## config.mk

```make
export PLATFORM = sky130hd
export DESIGN_NAME = pipe_skid_stage
export DESIGN_NICKNAME = d
export VERILOG_FILES = /design/src/rtl/pipe_pkg.sv /design/src/rtl/sat_counter.sv /design/src/rtl/pipe_skid_stage.sv
export SDC_FILE = /design/constraint.sdc
export NUM_CORES = 1
export LEC_CHECK = 0
export BUFFER_PORTS_ARGS = -buffer_cell sky130_fd_sc_hd__buf_2
export CAP_MARGIN = 40
export CELL_PAD_IN_SITES_DETAIL_PLACEMENT = 0
export CELL_PAD_IN_SITES_GLOBAL_PLACEMENT = 2
export CORE_UTILIZATION = 28
export CTS_CLUSTER_SIZE = 16
export DETAILED_ROUTE_END_ITERATION = 8
export PLACE_DENSITY_LB_ADDON = 0.1
export SLEW_MARGIN = 40
export SYNTH_ARGS = -nofsm -noshare
export SYNTH_HDL_FRONTEND = slang
export SYNTH_SLANG_ARGS = --single-unit
```

## constraint.sdc

```tcl
create_clock -name clk -period 1.3 [get_ports clk]
set_input_delay 0.13 -clock clk [delete_from_list [all_inputs] [get_ports clk]]
set_output_delay 0.13 -clock clk [all_outputs]
set_load 0.03 [all_outputs]
```

## src/rtl/pipe_pkg.sv

```systemverilog
// rtl/pipe_pkg.sv - shared types and constants for pipeline stage registers
package pipe_pkg;

  typedef enum logic [1:0] {
    EMPTY = 2'b00,
    BUSY  = 2'b01,
    FULL  = 2'b10
  } skid_state_t;

  localparam int OCC_W = 2;

  // Payload carried from execute to memory; width sets DATA_WIDTH for that stage.
  typedef struct packed {
    logic [31:0] pc_plus4;
    logic [31:0] alu_result;
    logic [31:0] write_data;
    logic [4:0]  rd;
    logic        reg_write;
    logic [1:0]  result_src;
    logic        mem_write;
  } ex_mem_payload_t;

endpackage

```

## src/rtl/sat_counter.sv

```systemverilog
// rtl/sat_counter.sv - saturating up-counter for per-stage performance counters
module sat_counter #(
  parameter int WIDTH = 16
) (
  input  logic             clk,
  input  logic             rst_n,
  input  logic             inc,
  output logic [WIDTH-1:0] count
);

  logic [WIDTH-1:0] count_q;
  logic [WIDTH-1:0] count_d;

  // Holds at all-ones rather than wrapping so long stalls stay visible.
  always_comb begin
    count_d = count_q;
    if (inc && (count_q != {WIDTH{1'b1}})) begin
      count_d = count_q + WIDTH'(1);
    end
  end

  always_ff @(posedge clk) begin
    if (!rst_n) begin
      count_q <= '0;
    end else begin
      count_q <= count_d;
    end
  end

  assign count = count_q;

endmodule

```

## src/rtl/pipe_skid_stage.sv

```systemverilog
// rtl/pipe_skid_stage.sv - valid/ready pipeline stage register with 2-entry skid buffer
// in_ready decodes state only, so the ready path between stages is registered.
module pipe_skid_stage
  import pipe_pkg::*;
#(
  parameter int DATA_WIDTH     = 32,
  parameter bit CLEAR_ON_FLUSH = 1'b1,
  parameter int CNT_WIDTH      = 16
) (
  input  logic                  clk,
  input  logic                  rst_n,
  input  logic                  flush,
  input  logic                  in_valid,
  output logic                  in_ready,
  input  logic [DATA_WIDTH-1:0] in_data,
  output logic                  out_valid,
  input  logic                  out_ready,
  output logic [DATA_WIDTH-1:0] out_data,
  output logic [OCC_W-1:0]      occupancy,
  output logic [CNT_WIDTH-1:0]  stall_cycles
);

  skid_state_t           state_q;
  skid_state_t           state_d;
  logic [DATA_WIDTH-1:0] main_q;
  logic [DATA_WIDTH-1:0] main_d;
  logic [DATA_WIDTH-1:0] skid_q;
  logic [DATA_WIDTH-1:0] skid_d;
  logic                  in_fire;
  logic                  out_fire;

  assign in_fire  = in_valid & in_ready;
  assign out_fire = out_valid & out_ready;

  always_ff @(posedge clk) begin
    if (!rst_n) begin
      state_q <= EMPTY;
      main_q  <= '0;
      skid_q  <= '0;
    end else begin
      state_q <= state_d;
      main_q  <= main_d;
      skid_q  <= skid_d;
    end
  end

  always_comb begin
    state_d = state_q;
    main_d  = main_q;
    skid_d  = skid_q;
    if (flush) begin
      // A same-cycle in_fire is swallowed here: upstream saw it accepted.
      state_d = EMPTY;
      if (CLEAR_ON_FLUSH) begin
        main_d = '0;
        skid_d = '0;
      end
    end else begin
      case (state_q)
        EMPTY: begin
          if (in_fire) begin
            main_d  = in_data;
            state_d = BUSY;
          end
        end
        BUSY: begin
          if (in_fire && out_fire) begin
            main_d = in_data;
          end else if (in_fire) begin
            skid_d  = in_data;
            state_d = FULL;
          end else if (out_fire) begin
            state_d = EMPTY;
          end
        end
        FULL: begin
          if (out_fire) begin
            main_d  = skid_q;
            state_d = BUSY;
          end
        end
        default: state_d = EMPTY;
      endcase
    end
  end

  always_comb begin
    in_ready  = (state_q != FULL);
    out_valid = (state_q != EMPTY);
    out_data  = main_q;
    case (state_q)
      BUSY:    occupancy = 2'd1;
      FULL:    occupancy = 2'd2;
      default: occupancy = 2'd0;
    endcase
  end

  sat_counter #(
    .WIDTH(CNT_WIDTH)
  ) u_stall_cnt (
    .clk  (clk),
    .rst_n(rst_n),
    .inc  (out_valid & ~out_ready),
    .count(stall_cycles)
  );

endmodule

```

### Word-level counts from Yosys, hierarchy flattened

Index checks and enable logic that the tools add are counted.

* bits in registers: 82
* bits of input ports: 37
* output and inout port bits: 52
* logic and storage cells: 40

* add/subtract/negate cells: 1
* equality and inequality tests: 9
* muxes and demuxes: 11
* bitwise gates (word level): 6
* reductions and logical operators: 9

Operators with widths (number)
* 2-to-1 mux 32 bit: 3
* case mux 32 bit (3 select lines): 1
* adder 16 x 1 -> 16 bit, second input constant: 1
* inequality test 16 bit, second input constant: 1
* 2-to-1 mux 2 bit: 5
* inequality test 2 bit, second input constant: 5
* AND reduction 4 bit: 2
* case mux 2 bit (3 select lines): 1
* case mux 2 bit (2 select lines): 1
* AND 1 bit: 3
* inequality test 3 bit, second input constant: 1
* NOT 1 bit: 3
* AND reduction 3 bit: 1
* nonzero test 3 bit: 1
* == test 2 x 1 -> 1 bit, second input constant: 1
* == test 2 bit, second input constant: 1
* logical AND 1 bit: 2
* logical NOT 2 bit: 1
* nonzero test 2 bit: 1
* OR reduction 2 bit: 1

### Logic depth before layout (Yosys ltp)

* word-level depth: 6
* depth in mapped cells: 7
* depth with buffers taken out: 5

### Modules after synthesis

From an unflattened synthesis, not the netlist that was laid out.

* cells, all modules: 409
* area, all modules: 3851.2 um^2

By module, submodules not included
* pipe_skid_stage: instances 1, cells each 312, area each 3014.1 um^2, sequential area each 1321.3 um^2
* sat_counter: instances 1, cells each 97, area each 837.1 um^2, sequential area each 320.3 um^2

### Least setup slack after synthesis

Ideal clock, no wire load.

* path kind: flip-flop to flip-flop
* start point: reg u_stall_cnt.count_q[0] (netlist: u_stall_cnt.count[0])
* end point: reg u_stall_cnt.count_q[1] (netlist: u_stall_cnt.count[1])
* setup time: 0.132 ns
* data arrival time: 1.577 ns
* data required time: 1.168 ns
* setup slack: -0.409 ns
* stages on the path, launching flop included: 7
* buffers on the path: 1
* period minus slack after synthesis: 1.709 ns
* path through: dfxtp_1 > ha_1 > nand3_1 > nor4_4 > buf_6 > nand3b_1 > a21oi_1

* longest elaborated chain between the ends: 2
* elaborated cells between the ends (all ways): 3
* those cells by class: 1 x add/sub; 1 x eq/ne; 1 x reduce/logical

RTL lines
* from (decl): RTL line sat_counter.sv:11 `logic [WIDTH-1:0] count_q;`
* from (signal assigned): RTL line sat_counter.sv:26 `count_q <= count_d;`
* parallel branches: the longest is 2 deep, another holds adder 16 x 1 -> 16 bit

Parallel ways; which one is timed is not known.
A chain may end at the register's enable or synchronous reset.

### Worst setup path in the final report

* start point: reg u_stall_cnt.count_q[0] (netlist: u_stall_cnt.count[0])
* end point: reg u_stall_cnt.count_q[7] (netlist: u_stall_cnt.count[7])

Same word-level chain as after synthesis.

==> metrics.md <==
| Metric | Value |
|---|---|
| Worst min path class | `input port to flip-flop` |
| Reg-to-reg slack, setup | `-0.21 ns` |
| Port-buffer cells | `88` |
| Worst Tran Pin Value | `approximately 0.46 ns` |
| Drt first pass iters | `4` |
| Reg2reg end | `u_stall_cnt.count[7]` |
| Maximum vdd drop | `0.000546 V` |
| Fraction of registers with async set/reset | `0` |
| Wire length of the first global-routing pass | `~17000 um` |
| Cell at the slowest stage of the critical path | `nor4_4` |
| Max-cap viol count | `0` |
| H-tree levels | `3` |
| Wire length per cell | `between 15 and 20 um` |
| Final setup viols | `83` |
| TritonCTS Sinks | `82` |
| Pleak | `0.00246 uW` |
| Reg2Reg Depth | `7` |
| Crit path max fanout | `6` |
| Syn Inst Count | `402` |
| ANT cells | `0` |
| Vias in the first global route | `3190` |
| Worst clock skew | `0.00435 ns` |
| Crit end category | `flip-flop` |
| Syn Std Cell Area | `3540 um2` |
| Startpoint of the worst hold path | `in_data[27]` |
| Deepest clock path buffer count | `2` |
| Syn nets | `440` |
| Number of nets with antenna violations after routing | `0` |
| Register area share after synthesis | `0.464` |
| Vias | `roughly 3.4k` |
| Routed WL | `11100 um` |
| Gr ovfl total | `0` |
| EDFF count, synth | `0` |
| Crit path kind | `flip-flop to flip-flop` |
| Commonest non-fill, non-tap cell in the layout | `buf_2` |
| Final Max Tran Viols | `0` |
| Min Hold Slack | `~0.03 ns` |
| Routability congestion estimate | `around 0.78` |
| Status | `complete, but fails checks` |
| Synth top area share | `0.464` |
| Pin count of the biggest net entering global routing | `34` |
| Yosys cell types | `36` |
| Startpoint Class | `flip-flop` |
| DP Wirelength | `6470 um` |
| Post-DR vias/cell | `4.70` |
| Failing checks | `negative setup slack` |
| Hold Path End | `skid_q[27]` |
| Syn Area/Cell | `8.81 um2` |
| Final critical-path share of the clock period | `1.16` |
| Die width | `~110 um` |
| Cell Chain, Critical Path | `ha_4, nand3_4, nor4_4, buf_12, buf_6, nor3b_2, mux2i_1` |
| Final worst slack | `-0.214 ns` |
| Total core area | `12200 um2` |
| Post-CTS Hold Fix Bufs | `0` |
| Clock-pin transition on the worst setup and hold timing paths | `0.06 ns` |
| Hold path depth | `3` |
| Cell area after layout | `5670 um2` |
| Min cycle time layout | `~1.5 ns` |
| Worst EP arrival | `1.74 ns` |
| CTS buffer count | `9` |
| Drt drc | `0` |
| Slowest cell delay on critical path | `0.41 ns` |
| RSZ-0062 raised after global routing | `yes` |
| Clk Latency, worst-skew pair | `0.34 ns` |
| Area of the die | `13100 um2` |
| Row cnt | `40` |
| Antenna violations before repair | `0` |
| Max-slew headroom | `0.697` |
| Detailed router's first-iteration violation count | `92` |
| Global-route usage over all layers | `0.170` |
| Share of cells above drive strength 1 | `0.508` |
| CTS root buf | `clkbuf_16` |
| Area delta synth->final | `60.3%` |
| Yosys reg bits | `82` |
| Reg-to-reg critical path startpoint | `u_stall_cnt.count[0]` |
| Most used flip-flop cell after synthesis | `dfxtp_1` |
| Warnings from Yosys | `0` |
| Commonest cells after routing, fill and taps aside | `buf_2, nand2_1, dfxtp_1, buf_4, a21oi_1` |
| Placed cell areas | `around 4600 um2` |
| Die Ht | `114 um` |
| I/O pins | `a little under 90` |
| Synth top area cells | `dfxtp_1, mux2i_1, nand2_1` |
| Fmax | `0.661 GHz` |
| Power Density | `1020 nW/um2` |
| Fillers | `1203` |
| Initial core utilization | `0.291` |
| NumNets Final | `587` |
| Final hold viol count | `0` |
| TritonCTS clock tree | `yes` |
| Worst endpoint required time | `~1.5 ns` |
| Largest area contributor in the netlist | `dfxtp_1` |
registers in the layout, summed over array words and instances (netlist names):
name / count
state_q: 2
skid_q: 32
u_stall_cnt.count: 16
out_data: 32
cell usage after synthesis, types with 5 or more instances:
cell type  number
buf_2           8
nor4_1          5
o31ai_1         5
o21ai_0         5
a21oi_1        43
a211oi_1       34
nor2_1         38
nand2b_1        6
buf_4           6
nand2_1        75
dfxtp_1        82
clkbuf_1       12
mux2i_1        38
timing repair:
action                                  in CTS  in global routing
hold endpoints to repair                     0                  0
resized for setup                           62                 62
setup buffers                               12                  5
pin swaps                                   18                 20
endpoints found under the setup margin      85                 85
cloned                                       7                  4
metal layers:
metal / vias up / part of all wire / global-route usage
met3: 12 / 0.044 / 0.0450
met1: 1604 / 0.45 / 0.209
met2: 60 / 0.48 / 0.280
met4: 0 / 0.016 / 0.0701
met5: - / 0 / 0
li1: 1712 / - / -
area by class of cell:
type                    count  area (um2)  share of cell area
well taps                 168         210              0.0370
clock inverters             3        16.3             0.00287
clock buffers              12         236              0.0417
flip-flops and latches     82        1690               0.297
repair buffers            166        1360               0.240
inverters                   4        17.5             0.00309
multi-input cells         286        2140               0.378
power breakdown:
group | internal, uW | switching, uW | total, uW
Clock | 1280 | 1030 | 2310
Combinational | 399 | 496 | 895
Sequential | 2560 | 44.8 | 2600
logic make-up after synthesis:
kind of cell / synth area share
adder cells (fa/ha/maj): 0.00353
AND/OR/NAND/NOR: 0.207
multiplexers: 0.107
buffers and inverters: 0.0516
AO/OA/AOI/OAI: 0.167
flip-flops: 0.464
how the worst max path moves through the flow:
stage / start / to / slack, ns
6_report: u_stall_cnt.count[0] / u_stall_cnt.count[7] / -0.21
3_5_place_dp: u_stall_cnt.count[1] / u_stall_cnt.count[1] / -0.27
2_1_floorplan: u_stall_cnt.count[1] / u_stall_cnt.count[1] / -0.20
5_1_grt: u_stall_cnt.count[0] / u_stall_cnt.count[1] / -0.30
3_3_place_gp: u_stall_cnt.count[1] / u_stall_cnt.count[4] / -0.25
4_1_cts: state_q[1] / out_data[27] / -0.18
critical path, delay by kind of cell (launching register included):
| family | cells | cell delay, ns |
|---|---|---|
| multiplexers | 1 | 0.11 |
| adder cells (fa/ha/maj) | 1 | 0.15 |
| buffers and inverters | 2 | 0.26 |
| AND/OR/NAND/NOR | 3 | 0.52 |
| flip-flops | 1 | 0.36 |
metrics by stage:
step	setup WS, ns	total power [uW]	instances	utilization	setup TNS, ns
2_1_floorplan	-0.202	3040	402	-	-3.48
3_3_place_gp	-0.247	3260	682	0.378	-11.60
3_5_place_dp	-0.273	3260	682	0.378	-12.75
4_1_cts	-0.181	5780	715	0.440	-9.73
5_1_grt	-0.301	6040	721	0.467	-15.23
6_report	-0.214	5810	721	0.467	-8.40
No activity file was read; power rests on OpenSTA's default activity.
